File: config.mk
export PLATFORM = sky130hd
export DESIGN_NAME = gray_counter
export DESIGN_NICKNAME = d
export VERILOG_FILES = /design/src/rtl/gray_counter.sv
export SDC_FILE = /design/constraint.sdc
export NUM_CORES = 1
export LEC_CHECK = 0
export CORE_AREA = 8 8 45 47
export DETAILED_ROUTE_END_ITERATION = 12
export DIE_AREA = 0 0 53 55
export GPL_TIMING_DRIVEN = 0
export PLACE_DENSITY = 0.3
export SLEW_MARGIN = 15
export SYNTH_ARGS = -nofsm -noshare
export SYNTH_HDL_FRONTEND = slang
export SYNTH_SLANG_ARGS = --single-unit
File: constraint.sdc
create_clock -name clk -period 1.2 [get_ports clk]
set_input_delay 0.24 -clock clk [delete_from_list [all_inputs] [get_ports clk]]
set_output_delay 0.24 -clock clk [all_outputs]
set_load 0.02 [all_outputs]
File: src/rtl/gray_counter.sv
// Free-running reflected-binary Gray counter. A binary count register drives
// a registered Gray output, so the output only ever changes at a clock edge.
module gray_counter #(
   parameter int WIDTH = 3
) (
   input  logic             clk,
   input  logic             rst,
   output logic [WIDTH-1:0] Gray_output
);

   logic [WIDTH-1:0] bin;
   logic [WIDTH-1:0] bin_next;

   function automatic logic [WIDTH-1:0] to_gray(input logic [WIDTH-1:0] b);
      return b ^ (b >> 1);
   endfunction

   assign bin_next = bin + WIDTH'(1);

   // The Gray register is loaded from bin_next so it tracks bin on the same edge.
   always_ff @(posedge clk) begin
      if (!rst) begin
         bin         <= '0;
         Gray_output <= '0;
      end else begin
         bin         <= bin_next;
         Gray_output <= to_gray(bin_next);
      end
   end

endmodule

==> results.yml <==
place:
  place_congestion: 0.587
  io_buffers: 4
  dp_slack_ps: -74.9
  dpl_cell_area_sq_um: 244
  place_inst: 35
logic_synthesis:
  yosys_warnings: 0
  synth_adder_area_share_pct: 6.80
  ys_top_cells_by_area: "dfxtp_1, xnor2_1, and2_1"
  ys_seq_elements: 5
  syn_nets: 18
  synth_xor_area_share_pct: 9.52
  synth_top_area_share_pct: 54.4
  synth_area_per_cell_sq_um: 12.3
  synth_area_leader_cell: "dfxtp_1"
  synth.area.mux_share_pct: 6.12
  synthSimpleGateAreaFrac_pct: 19.0
  yosysSeqAreaShare_pct: 54.4
  syn_area_sq_um: 184
  synth_cells: 15
  ys_types: 9
  synth-compound-area-share_pct: 0
  synth_top_family_by_area: "simple AND/OR/NAND/NOR gates"
clock_tree:
  cts_made_buffers: 3
  post_cts_buffers: 0
  clkLatencyLatePin_ps: 240
  cts_max_level: 1
  clkSinkCount: 5
  cts_tree: "done"
  clkTransAtPathRegs_ps: 40
  clockBufferDepth: 2
  postCtsHoldBufs: 0
  ctsRootBufferMaster: "clkbuf_4"
power:
  combPwrFrac_pct: 17.7
  irDropWorstVdd_mv: 0.409
  power_density_nw_per_um2: 1680
  seq_power_share_pct: 41.7
  p_sw_w: 0.000110
  p_clk_share_pct: 40.7
  switching_share_pct: 23.4
  p_leak_nw: 0.119
  cell_internal_pwr_w: 0.000359
critical_path:
  endpoint_kind: "flip-flop"
  cpPeakStageDelay_ps: 350
  critical_path.max_fanout: 3
  cp.arrival_ps: 1270
  cp_slowest_cell: "mux2_2"
  cp_data_required_time_ps: 1330
  cp_cell_sequence: "ha_4 > xnor2_1 > mux2_2"
  start_kind: "flip-flop"
  setup.worst_path.class: "flip-flop to flip-flop"
sta:
  period_minus_slack_ps: 1150
  hold_viol: 0
  holdWs_ps: 455
  max_freq_mhz: 873
  maxSlewHeadroom_pct: 86.3
  rsz0062_at_grt: "no"
  period_share_pct: 95.5
  setup-tns-final_ps: 0
  setup_viol: 0
  drv_slew: 0
  fin_ws_ps: 54.2
  fin_skew_ps: 0.571
  worst_pin_slew_ps: 207
finish:
  fin_nets: 27
  synthToLayoutAreaGrowth_pct: 51.7
  layout_common_cells: "dfxtp_1, clkbuf_4"
  mostFrequentLayoutCell: "dfxtp_1"
  layoutNonFillerInstCount: 39
  final_area_sq_um: 279
  drive_above_1_share_pct: 39.1
  fillCellCount: 154
  antennaDiodeCount: 0
worst_hold_path:
  hold_path.class: "flip-flop to flip-flop"
global_route:
  grt_use_total_pct: 2.40
  overflow: 0
  grt_pass1_wl_microns: 427
  grt_pass1_vias: 112
  grt_max_degree: 6
  antenna_found_initial: 0
drt:
  drc_errors: 0
  detail-route-antenna-nets: 0
  wirelength_microns: 305
  first_pass_iters: 2
  wire_per_inst_microns: 7.82
  vias_per_cell: 3.36
  vias: 131
  drt_iter0_markers: 3
die:
  die_width_microns: 53
  std_cell_rows: 14
  die_y_microns: 55
  start_util_pct: 13.3
  num_io_pins: 5
  die_area_sq_um: 2920
  core-area_sq_um: 1380
run:
  cap_viol_max_count: 0
outcome:
  status: "finished, final reports clean"
stage by stage:
stage | utilization (%) | power (W)
after global placement | 17.6 | 0.000284
after floorplan | - | 0.000249
after global routing | 20.2 | 0.000508
after CTS | 19.3 | 0.000476
after detailed placement | 17.6 | 0.000283
final | 20.2 | 0.000469
cell type report:
| cell class | count | area (sq um) | share of cell area, % |
|---|---|---|---|
| Clock buffer | 4 | 26.3 | 9.42 |
| Sequential cell | 5 | 101 | 36.3 |
| Tap cell | 16 | 20.0 | 7.17 |
| Timing Repair Buffer | 4 | 35.0 | 12.6 |
| Buffer | 1 | 7.51 | 2.69 |
| Multi-Input combinational cell | 9 | 88.8 | 31.8 |
logic make-up (layout without fill, tap and decap cells):
family                     Yosys count  in the layout
and+or+nand+nor                      5              5
adders and majority gates            1              1
DFF                                  5              5
muxes                                1              1
buffers and inverters                1              9
xor gates and xnor gates             2              2
metal layers:
layer	vias to the layer above	share of wire (%)	track usage [%]
li1	62	-	-
met1	60	32	1.67
met2	7	47	2.93
met3	2	14	2.41
met4	0	6.2	3.88
met5	-	0	0
cells in the mapped netlist:
library cell and count:
and2_1 2, and2b_1 1, and2b_2 1, buf_4 1, dfxtp_1 5, ha_1 1, mux2_2 1, nor2b_1 1
xnor2_1 2
what timing repair did:
item / in CTS / in global routing
pin swaps: 0 / 0
gates resized for setup: 5 / 1
setup endpoints to repair: 4 / 1
power groups by stage:
stage          registers [W]  logic (W)  clock network [W]
2_1_floorplan       0.000208  0.0000411                  0
3_3_place_gp        0.000196  0.0000887                  0
3_5_place_dp        0.000196  0.0000874                  0
4_1_cts             0.000193  0.0000799           0.000203
5_1_grt             0.000198  0.0000929           0.000218
6_report            0.000195  0.0000829           0.000191
critical path, delay by kind of cell, from the launching register on:
kind,cells,cell delay [ps]
xor gates and xnor gates,1,190
adders and majority gates,1,160
DFF,1,340
muxes,1,350
state kept, by name, indices dropped and copies added (netlist names):
signal,count
bin,2
Gray_output,3
worst paths after layout:
kind | startpoint | endpoint | slack, ps | cells after the start
max | bin[0] | Gray_output[1] | 50 | 3
min | bin[0] | bin[0] | 450 | 1
max reg2reg | bin[0] | Gray_output[1] | 50 | 3
min reg2reg | bin[0] | bin[0] | 450 | 1
No activity file was read; power rests on OpenSTA's default activity.
